<file path="config.mk">
export PLATFORM = sky130hd
export DESIGN_NAME = result_reader_flat
export DESIGN_NICKNAME = d
export VERILOG_FILES = /design/src/rtl/result_reader_pkg.sv /design/src/rtl/result_reader_if.sv /design/src/rtl/result_reader_out_reg.sv /design/src/rtl/result_reader.sv /design/src/flat_wrapper.sv
export SDC_FILE = /design/constraint.sdc
export NUM_CORES = 1
export LEC_CHECK = 0
export ABC_AREA = 1
export CORE_MARGIN = 2
export CORE_UTILIZATION = 40
export DETAILED_ROUTE_END_ITERATION = 8
export MAX_ROUTING_LAYER = met4
export PLACE_DENSITY = 0.81
export SYNTH_ARGS = -nofsm -noshare
export SYNTH_HDL_FRONTEND = slang
export SYNTH_HIERARCHICAL = 1
export SYNTH_SLANG_ARGS = --single-unit
</file>
<file path="constraint.sdc">
create_clock -name clk_i -period 1.55 [get_ports clk_i]
set_clock_uncertainty 0.15 [all_clocks]
set_input_delay 0.465 -clock clk_i [delete_from_list [all_inputs] [get_ports clk_i]]
set_output_delay 0.465 -clock clk_i [all_outputs]
set_load 0.01 [all_outputs]
</file>
<file path="src/rtl/result_reader_pkg.sv">
// Shared types for the result memory reader: FSM state encoding and address-width helper.
package result_reader_pkg;

  typedef enum logic [2:0] {
    IDLE,
    REQ,
    CAP,
    OUT,
    FIN
  } rr_state_e;

  function automatic int rr_aw(input int depth);
    return (depth > 1) ? $clog2(depth) : 1;
  endfunction

endpackage

</file>
<file path="src/rtl/result_reader_if.sv">
// Control, memory-read and stream signals of the result reader; master is the
// environment (memory + consumer), slave is the reader itself.
interface result_reader_if
  import result_reader_pkg::*;
#(
  parameter int MEM_DEPTH = 8,
  parameter int MEM_WIDTH = 32
);
  localparam int AW = rr_aw(MEM_DEPTH);

  logic                 start_i;
  logic                 busy_o;
  logic                 done_o;
  logic                 rd_en_o;
  logic [AW-1:0]        rd_addr_o;
  logic [MEM_WIDTH-1:0] rd_data_i;
  logic [MEM_WIDTH-1:0] data_o;
  logic [AW-1:0]        idx_o;
  logic                 valid_o;
  logic                 ready_i;
  logic [MEM_WIDTH-1:0] chksum_o;

  modport master (
    output start_i, rd_data_i, ready_i,
    input  busy_o, done_o, rd_en_o, rd_addr_o, data_o, idx_o, valid_o, chksum_o
  );

  modport slave (
    input  start_i, rd_data_i, ready_i,
    output busy_o, done_o, rd_en_o, rd_addr_o, data_o, idx_o, valid_o, chksum_o
  );

endinterface

</file>
<file path="src/rtl/result_reader_out_reg.sv">
// Output holding register: captures one word plus its index on load and keeps it
// stable with valid raised until the downstream handshake completes.
module result_reader_out_reg #(
  parameter int W  = 32,
  parameter int AW = 3
) (
  input  logic          clk_i,
  input  logic          rst_ni,
  input  logic          load,
  input  logic          ready,
  input  logic [W-1:0]  data_in,
  input  logic [AW-1:0] idx_in,
  output logic [W-1:0]  data,
  output logic [AW-1:0] idx,
  output logic          valid
);

  always_ff @(posedge clk_i or negedge rst_ni) begin
    if (!rst_ni) begin
      data  <= '0;
      idx   <= '0;
      valid <= 1'b0;
    end else if (load) begin
      data  <= data_in;
      idx   <= idx_in;
      valid <= 1'b1;
    end else if (valid && ready) begin
      valid <= 1'b0;
    end
  end

endmodule

</file>
<file path="src/rtl/result_reader.sv">
// Walks the result memory 0..MEM_DEPTH-1 and streams each word with its index.
// Optional XOR checksum of accepted words: define RESULT_READER_CHKSUM_EN.
module result_reader
  import result_reader_pkg::*;
#(
  parameter int MEM_DEPTH = 8,
  parameter int MEM_WIDTH = 32
) (
  input  logic          clk_i,
  input  logic          rst_ni,
  result_reader_if.slave bus
);

  localparam int            AW   = rr_aw(MEM_DEPTH);
  localparam logic [AW-1:0] LAST = AW'(MEM_DEPTH - 1);

  rr_state_e     state_q, state_d;
  logic [AW-1:0] cnt_q, cnt_d;
  logic [AW-1:0] rd_addr_q;
  logic          load;
  logic          accept;
  logic          pass_start;

  assign accept = (state_q == OUT) && bus.valid_o && bus.ready_i;

  always_comb begin
    state_d    = state_q;
    cnt_d      = cnt_q;
    load       = 1'b0;
    pass_start = 1'b0;
    unique case (state_q)
      IDLE: if (bus.start_i) begin
        state_d    = REQ;
        cnt_d      = '0;
        pass_start = 1'b1;
      end
      REQ:  state_d = CAP;
      CAP: begin
        load    = 1'b1;
        state_d = OUT;
      end
      OUT: if (accept) begin
        // Counter parks on the last index; the pass ends instead of wrapping.
        if (cnt_q == LAST) state_d = FIN;
        else begin
          cnt_d   = cnt_q + AW'(1);
          state_d = REQ;
        end
      end
      FIN:     state_d = IDLE;
      default: state_d = IDLE;
    endcase
  end

  always_ff @(posedge clk_i or negedge rst_ni) begin
    if (!rst_ni) begin
      state_q   <= IDLE;
      cnt_q     <= '0;
      rd_addr_q <= '0;
    end else begin
      state_q <= state_d;
      cnt_q   <= cnt_d;
      // Address only moves when entering REQ, so it holds outside the strobe.
      if (state_d == REQ) rd_addr_q <= cnt_d;
    end
  end

  assign bus.busy_o    = (state_q != IDLE);
  assign bus.done_o    = (state_q == FIN);
  assign bus.rd_en_o   = (state_q == REQ);
  assign bus.rd_addr_o = rd_addr_q;

  result_reader_out_reg #(
    .W  (MEM_WIDTH),
    .AW (AW)
  ) u_out_reg (
    .clk_i   (clk_i),
    .rst_ni  (rst_ni),
    .load    (load),
    .ready   (bus.ready_i),
    .data_in (bus.rd_data_i),
    .idx_in  (cnt_q),
    .data    (bus.data_o),
    .idx     (bus.idx_o),
    .valid   (bus.valid_o)
  );

`ifdef RESULT_READER_CHKSUM_EN
  logic [MEM_WIDTH-1:0] chksum_q;

  always_ff @(posedge clk_i or negedge rst_ni) begin
    if (!rst_ni)         chksum_q <= '0;
    else if (pass_start) chksum_q <= '0;
    else if (accept)     chksum_q <= chksum_q ^ bus.data_o;
  end

  assign bus.chksum_o = chksum_q;
`else
  assign bus.chksum_o = '0;
`endif

endmodule

</file>
<file path="src/flat_wrapper.sv">
// flat-port wrapper written by rule: the top's interface ports become plain ports
module result_reader_flat import result_reader_pkg::*;
#(
  parameter int MEM_DEPTH = 8,
  parameter int MEM_WIDTH = 32
)
  (clk_i, rst_ni, bus_start_i, bus_rd_data_i, bus_ready_i, bus_busy_o, bus_done_o, bus_rd_en_o, bus_rd_addr_o, bus_data_o, bus_idx_o, bus_valid_o, bus_chksum_o);
  result_reader_if #(.MEM_DEPTH(MEM_DEPTH), .MEM_WIDTH(MEM_WIDTH)) bus_i ();
  input  logic clk_i;
  input  logic rst_ni;
  input wire logic [$bits(bus_i.start_i)-1:0] bus_start_i;
  input wire logic [$bits(bus_i.rd_data_i)-1:0] bus_rd_data_i;
  input wire logic [$bits(bus_i.ready_i)-1:0] bus_ready_i;
  output wire logic [$bits(bus_i.busy_o)-1:0] bus_busy_o;
  output wire logic [$bits(bus_i.done_o)-1:0] bus_done_o;
  output wire logic [$bits(bus_i.rd_en_o)-1:0] bus_rd_en_o;
  output wire logic [$bits(bus_i.rd_addr_o)-1:0] bus_rd_addr_o;
  output wire logic [$bits(bus_i.data_o)-1:0] bus_data_o;
  output wire logic [$bits(bus_i.idx_o)-1:0] bus_idx_o;
  output wire logic [$bits(bus_i.valid_o)-1:0] bus_valid_o;
  output wire logic [$bits(bus_i.chksum_o)-1:0] bus_chksum_o;
  assign bus_i.start_i = bus_start_i;
  assign bus_i.rd_data_i = bus_rd_data_i;
  assign bus_i.ready_i = bus_ready_i;
  assign bus_busy_o = bus_i.busy_o;
  assign bus_done_o = bus_i.done_o;
  assign bus_rd_en_o = bus_i.rd_en_o;
  assign bus_rd_addr_o = bus_i.rd_addr_o;
  assign bus_data_o = bus_i.data_o;
  assign bus_idx_o = bus_i.idx_o;
  assign bus_valid_o = bus_i.valid_o;
  assign bus_chksum_o = bus_i.chksum_o;
  result_reader #(.MEM_DEPTH(MEM_DEPTH), .MEM_WIDTH(MEM_WIDTH)) u_core (.clk_i(clk_i), .rst_ni(rst_ni), .bus(bus_i));
endmodule
</file>
After elaboration in Yosys (flattened, before gate mapping):

Index checks and enable logic that the tools add are counted.

* output and inout bits: 74
* input bits: 36
* logic and storage cells: 30
* register bits: 45

* add/subtract/negate cells: 1
* muxes and demuxes: 11
* reductions and logical operators: 6
* eq/ne operators: 6

Operators by type and width (number)
* $mux W3: 6
* $pmux W3 S4: 1
* $eq A3 B1 Y1 const B: 2
* $eq A3 B2 Y1 const B: 2
* $eq A3 B3 Y1 const B: 2
* $pmux W3 S2: 1
* $add A3 B1 Y3 const B: 1
* $logic_and A1 B1 Y1: 3
* $logic_not A3 Y1: 1
* $mux W1: 3
* $reduce_bool A3 Y1: 1
* $reduce_bool A2 Y1: 1

Depth between registers and ports, before layout:

Gate-level depths: netlist (run 1).

* word-level depth: 6
* gate-level depth with buffers: 7
* gate-level depth less buffers: 7

Modules after synthesis:

The synthesis (run 1) kept the hierarchy.

By module, submodules not included
* result_reader_out_reg: area an instance 1420.1 sq um, times used 1, seq. area each 900.9 sq um, cells an instance 152
* result_reader: area an instance 704.4 sq um, times used 1, seq. area each 225.2 sq um, cells an instance 87

Worst setup path before layout (run 1):

No wires, ideal clock.

* path kind: register -> output
* start point: register u_core.state_q[0]
* end point: output port bus_done_o
* setup slack: 0.094 ns
* data arrival time: 0.841 ns
* data required time: 0.935 ns
* path buffers: 0
* stages on the path, launching flop included: 4
* cells stage by stage: dfrtp_1 -> nor2_1 -> inv_1 -> nor2_1

* longest elaborated chain between the ends: 1

Ends and longest elaborated chain
* start, declared: line result_reader.sv:17 `rr_state_e state_q, state_d;`
* start signal, assigned: line result_reader.sv:61 `state_q <= state_d;`
* $eq A3 B3 Y1: line result_reader.sv:69 `assign bus.done_o = (state_q == FIN);`
* end, declared: line flat_wrapper.sv:15 `output wire logic [$bits(bus_i.done_o)-1:0] bus_done_o;`

Every way passes these cells.

Worst setup path after layout (run 1):

* start point: register u_core.state_q[0]
* end point: output port bus_busy_o

* longest elaborated chain between the ends: 1

Ends and longest elaborated chain
* $reduce_bool A3 Y1: line result_reader.sv:68 `assign bus.busy_o = (state_q != IDLE);`
* end, declared: line flat_wrapper.sv:14 `output wire logic [$bits(bus_i.busy_o)-1:0] bus_busy_o;`

Every way passes these cells.

==> results of run 1 <==
[worst min-delay path by stage]
stage | from | end | cells past startpoint
finish | u_core/u_out_reg/data[30] | u_core/u_out_reg/data[30] | 2
floorplan | rst_ni | u_core/bus.rd_addr_o[0] | 0
global placement | u_core/u_out_reg/data[12] | u_core/u_out_reg/data[12] | 2
global route | u_core/u_out_reg/data[29] | u_core/u_out_reg/data[29] | 2
detailed placement | u_core/bus.rd_addr_o[2] | u_core/bus.rd_addr_o[2] | 2
CTS | u_core/u_out_reg/idx[1] | u_core/u_out_reg/idx[1] | 2
[through the flow]
| stage | TNS [ns] | setup WS (ns) | total power (µW) |
|---|---|---|---|
| after floorplan | 0 | 0.09438 | 3415 |
| after global placement | -1.683 | -0.2500 | 4663 |
| after detailed placement | -1.831 | -0.2611 | 4766 |
| after CTS | -0.5363 | -0.1960 | 5408 |
| after global routing | -1.102 | -0.2596 | 5675 |
| final | -0.5296 | -0.1808 | 5236 |
[registers in the layout, summed over array words and instances, names as in the netlist]
register and count:
u_core/cnt_q 3, u_core/u_out_reg/idx 3, u_core/u_out_reg/valid 1, u_core/u_out_reg/data 32
u_core/state_q 3, u_core/bus.rd_addr_o 3
[cell families (layout without fill, tap and decap cells)]
kind of cell | Yosys count | count (layout) | synth area share
adder cells (fa/ha/maj) | 1 | 1 | 0.005888
AO/OA/AOI/OAI | 2 | 2 | 0.006477
other | 1 | 32 | 0.001765
AND/OR/NAND/NOR | 141 | 141 | 0.2839
flip-flops | 45 | 45 | 0.5300
buffers and inverters | 49 | 119 | 0.1720
[layout make-up]
class,instances,area share
clock buffer,7,0.03248
sequential,45,0.3796
inverter,10,0.01814
clock inverter,1,0.001687
multi-input combinational,176,0.2661
timing repair buffer,101,0.2725
tap,70,0.02952
[power by group through the flow]
stage / Combinational [µW] / Sequential (µW) / Clock [µW]
4_1_cts: 2560 / 2040 / 804
5_1_grt: 2710 / 2120 / 851
3_5_place_dp: 2700 / 2060 / 0
2_1_floorplan: 1120 / 2290 / 0
6_report: 2420 / 2040 / 773
3_3_place_gp: 2620 / 2050 / 0
[worst max-delay path: stages, from the launching register on]
cell and delay (ns):
dfrtp_1 0.42, nor2_2 0.13, buf_4 0.12, nand2_2 0.04, buf_6 0.11
[synth_stat cells, drive strengths merged]
master,count,share of area
inv,10,0.021
nand2,124,0.24
nor3,1,0.0024
dfrtp,45,0.53
ha,1,0.0059
buf,39,0.15
conb,1,0.0018
nand4,1,0.0029
o21ai,2,0.0065
or2,1,0.0029
nand3,8,0.026
nor2,6,0.014
[what timing repair did]
item,4_1_cts,5_1_grt
setup endpoints to repair,42,75
gates resized for setup,98,50
endpoints found under the hold margin,6,0
buffers inserted,6,4
hold buffers,1,0
pin swaps,1,6
cloned,0,0
[per-layer routing]
layer | track usage | up-vias | wire length (µm)
met5 | - | - | 0
met2 | 0.3000 | 68 | 2491
met1 | 0.1749 | 816 | 1865
met4 | 0.04727 | 0 | 42
met3 | 0.04353 | 4 | 293
li1 | - | 858 | -
==> flow_summary.yaml, run 1 <==
run_status:
  outcome: "complete, but fails checks"
  failed_checks: "negative setup slack"
place:
  io_buffers: 77
  postPlaceCellArea_um2: 2914
  gp_congestion: 0.7069
  dp_hpwl_um: 3324
  dpl.cell_count: 391
finish:
  finalNetCount: 376
  multi_input_area_um2: 789.5
  final_cell_mix: "nand2_1, dfrtp_1, clkdlybuf4s50_1, conb_1, clkbuf_2"
  drive_gt1_frac: 0.2912
  fin_area_um2: 2967
  fillCellCount: 497
  final_core_util: 0.5808
  n_antenna_cell: 0
  final_common_cell: "nand2_1"
  seqCellArea_um2: 1126
  syn2layout_area_growth_pct: 39.64
  instances_no_fill: 410
clocking:
  cts_root_buf: "clkbuf_8"
  clockBufferDepth: 2
  htreeDepth: 2
  clk_pin_slew_ns: 0.08
  clk_latency_ns: 0.29
  cts_made_buffers: 5
  cts_tree: "done"
  numClockSinks: 45
route:
  dr.pass1.iters: 5
  drt_iter0_drc: 42
  drc: 0
  postRouteAntennaNets: 0
  wl_per_cell_um: 11.44
  vias: 1746
  drt-total-wl_um: 4692
  avgViaCountPerCell: 4.259
critical_path:
  endpoint: "bus_busy_o"
  reg2regPathDepth: 7
  timing.rr.end: "u_core/u_out_reg/data[8]"
  setup.worst_path.start: "u_core/state_q[0]"
  cp_max_fo: 2
  required_ns: 0.93
  cp-end-kind: "primary output"
  rrSetupSlack_ns: 0.06
  cp.arrival_ns: 1.12
  critPathKind: "flop to primary output"
  r2r-start: "u_core/state_q[1]"
  startpoint_type: "flop"
yosys:
  ys_warn_count: 6
  syn_inst: 239
  synth_seq_cells: 45
  ys_types: 21
  synth-seq-area-share: 0.5300
  postSynthAreaPerCell_um2: 8.889
  synth_area_um2: 2125
die:
  ioPinCount: 110
  rows: 26
  start_util: 0.4160
  die-area_um2: 5911
  die_w_um: 76.88
  die_height_um: 76.88
  core_area_um2: 5107
global_routing:
  antenna_found_initial: 0
  grt_max_degree: 46
  grt_usage: 0.1647
  grt.overflow.total: 0
  grt_pass1_wl_um: 7617
  grt_pass1_vias: 1733
timing:
  max_freq_mhz: 577.8
  finalSetupViolCount: 3
  final_hold_viol_count: 0
  finalCritPeriodShare: 1.117
  slew_violations: 0
  whs_ns: 0.3233
  layout_min_cycle_time_ns: 1.731
  setup_ws_ns: -0.1808
  rsz0062_at_grt: "true"
power_and_ir_drop:
  ir_drop_mv: 0.7788
  seqPwrFrac: 0.389
  swShare: 0.3845
  power.internal_uw: 3223
  clockPowerShare: 0.148
  p_leak_uw: 0.001625
  power_density_nw_per_um2: 1765
  p_comb_frac: 0.463
  switching_power_uw: 2013
job:
  cap_violations: 0
worst_hold_path:
  hold_class: "flop to flop"
(Power assumes the default switching activity.)
==> run 2, diff against run 1 <==
--- a/config.mk
+++ b/config.mk
@@ -6,6 +6,7 @@
 export NUM_CORES = 1
 export LEC_CHECK = 0
 export ABC_AREA = 1
+export CAP_MARGIN = 20
 export CORE_MARGIN = 2
 export CORE_UTILIZATION = 40
 export DETAILED_ROUTE_END_ITERATION = 8
@@ -13,5 +14,4 @@
 export PLACE_DENSITY = 0.81
 export SYNTH_ARGS = -nofsm -noshare
 export SYNTH_HDL_FRONTEND = slang
-export SYNTH_HIERARCHICAL = 1
 export SYNTH_SLANG_ARGS = --single-unit
==> flow_summary.yaml, run 2 <==
finish:
  drive_gt1_frac: 0.4737
  fin_area_um2: 3174
  final_common_cell: "dfrtp_1"
  final_cell_mix: "dfrtp_1, clkdlybuf4s50_1, conb_1, buf_4"
  largest_register_ffs: 32
  syn2layout_area_growth_pct: 49.59
  n_antenna_cell: 0
  largest_register: "u_core.u_out_reg.data"
  finalNetCount: 321
worst_hold_path:
  hold_class: "primary input to flop"
  hold_path_startpoint: "bus_ready_i"
timing:
  tns_ns: -3.069
  max_freq_mhz: 590.5
  rsz0062_at_grt: "true"
  finalSetupViolCount: 40
  layout_min_cycle_time_ns: 1.693
  finalCritPeriodShare: 1.093
  slew_violations: 0
  setup_ws_ns: -0.1434
  final_hold_viol_count: 0
route:
  vias: 1525
  drt-total-wl_um: 4998
  wl_per_cell_um: 14.08
  postRouteAntennaNets: 0
  avgViaCountPerCell: 4.296
  drt_iter0_drc: 54
  drc: 0
  dr.pass1.iters: 4
power_and_ir_drop:
  seqPwrFrac: 0.336
  switching_power_uw: 2122
  power.internal_uw: 4071
  clockPowerShare: 0.123
  p_comb_frac: 0.541
  power_uw: 6193
  swShare: 0.3426
  power_density_nw_per_um2: 1951
  p_leak_uw: 0.001643
  ir_drop_mv: 1.004
place:
  dp_slack_ns: -0.3088
  gp_congestion: 0.7713
  postPlaceCellArea_um2: 2914
  dp_hpwl_um: 3214
  io_buffers: 77
die:
  core_area_um2: 5107
  rows: 26
  die-area_um2: 5904
  die_height_um: 76.84
  die_w_um: 76.84
  ioPinCount: 110
  start_util: 0.4155
clocking:
  numClockSinks: 45
  clockBufferDepth: 2
  cts_tree: "done"
  cts_root_buf: "clkbuf_8"
  htreeDepth: 2
  cts_made_buffers: 5
  clk_pin_slew_ns: 0.09
  clk_latency_ns: 0.30
global_routing:
  grt_pass1_vias: 1457
  met3_usage: 0.04118
  grt_use_met1: 0.1939
  grt_use_met2: 0.2877
  grt.overflow.total: 0
  antenna_found_initial: 0
  grt_max_degree: 46
  grt_usage: 0.1665
  grt_pass1_wl_um: 7521
  top_usage_layer: "met2"
yosys:
  synth_area_um2: 2122
  synth-seq-area-share: 0.5307
  synth_area_leaders: "dfrtp_1, buf_4, mux2_4, mux2_2, nand2_1"
  synth.area.mux_share: 0.2017
  yosys.area_share.simple: 0.09316
  synth_seq_cells: 45
  synth_top_family_by_area: "multiplexers"
  ys_types: 23
  synth_top_area_cell: "dfrtp_1"
  synth_adder_area_share: 0.005896
  yosysMostFrequentCell: "dfrtp_1"
  ys.flop_type: "dfrtp_1"
  synth_top_area_frac: 0.5307
  synth_commonest_cells: "dfrtp_1, buf_4, mux2_2, nand2_1, mux2_4"
  synth-xor-area-share: 0
  async_reset_ff_frac: 1.000
  synth_enable_flop_cells: 0
  postSynthAreaPerCell_um2: 12.56
  synth_compound_area_frac: 0.01533
  ys_warn_count: 0
  syn_inst: 169
critical_path:
  timing.rr.end: "u_core.u_out_reg.data[23]"
  cp.arrival_ns: 1.08
  path_depth: 2
  startpoint_type: "flop"
  endpoint: "bus_done_o"
  path_delay_family: "flip-flops"
  r2r-start: "u_core.state_q[1]"
  setup.worst_path.start: "u_core.state_q[1]"
  required_ns: 0.93
  critPathKind: "flop to primary output"
  critPathSlowestCell: "dfrtp_2"
  cp_max_fo: 4
  reg2regPathDepth: 5
  crit_chain: "nor3_2 -> buf_2"
  cp-end-kind: "primary output"
  cpPeakStageDelay_ns: 0.45
  rrSetupSlack_ns: -0.11
  cp_num_buf_inv: 1
run_status:
  outcome: "complete, but fails checks"
  failed_checks: "negative setup slack"
job:
  cap_violations: 0
-- run 2: cells by family after synthesis --
family	Yosys count
AOI/OAI and AO/OA	6
adders and majority gates	1
buffers and inverters	45
DFF	45
muxes	33
other	1
and+or+nand+nor	38
-- run 2: per-stage QoR --
| stage | std cells | hold slack (ns) | utilization |
|---|---|---|---|
| floorplan | 200 | 0.01941 | - |
| global placement | 322 | 0.3140 | 0.5706 |
| detailed placement | 322 | 0.3229 | 0.5706 |
| CTS | 346 | 0.3477 | 0.6293 |
| global route | 355 | 0.2668 | 0.6215 |
| finish | 355 | 0.2777 | 0.6215 |
-- run 2: worst min path at each step --
stage	end	slack [ns]	cells after the start
2_1_floorplan	u_core.bus.rd_addr_o[0]	0.02	0
3_3_place_gp	u_core.u_out_reg.data[4]	0.31	2
3_5_place_dp	u_core.u_out_reg.data[3]	0.32	2
4_1_cts	u_core.bus.rd_addr_o[0]	0.35	2
5_1_grt	u_core.u_out_reg.valid	0.27	2
6_report	u_core.u_out_reg.valid	0.28	2
-- run 2: cell type report --
type	instances	area, µm²
clock buffer	6	82.58
clock inverter	2	13.76
fill	443	1933
inverter	9	36.28
multi-input combinational	110	858.3
sequential	45	1129
tap	70	87.58
timing repair buffer	113	967.2
-- run 2: timing repair --
| action | 4_1_cts | 5_1_grt |
|---|---|---|
| setup endpoints to repair | 76 | 77 |
| gates cloned | 2 | 2 |
| hold buffers | 1 | 0 |
| buffers inserted | 14 | 9 |
| endpoints found under the hold margin | 1 | 0 |
| gates resized for setup | 118 | 49 |
| pin swaps | 3 | 1 |
-- run 2: layer usage --
metal | wire length, µm | part of all wire | vias up
li1 | - | - | 714
met1 | 1957 | 0.39 | 741
met2 | 2650 | 0.53 | 62
met3 | 313 | 0.063 | 8
met4 | 77 | 0.015 | 0
met5 | 0 | 0 | -
-- run 2: power groups by stage --
| stage | logic, µW | clock network, µW | registers, µW |
|---|---|---|---|
| 6_report | 3350 | 760 | 2080 |
| 5_1_grt | 3600 | 823 | 2140 |
| 4_1_cts | 3320 | 779 | 2050 |
| 3_5_place_dp | 3090 | 0 | 2080 |
| 3_3_place_gp | 3030 | 0 | 2050 |
| 2_1_floorplan | 1460 | 0 | 2300 |
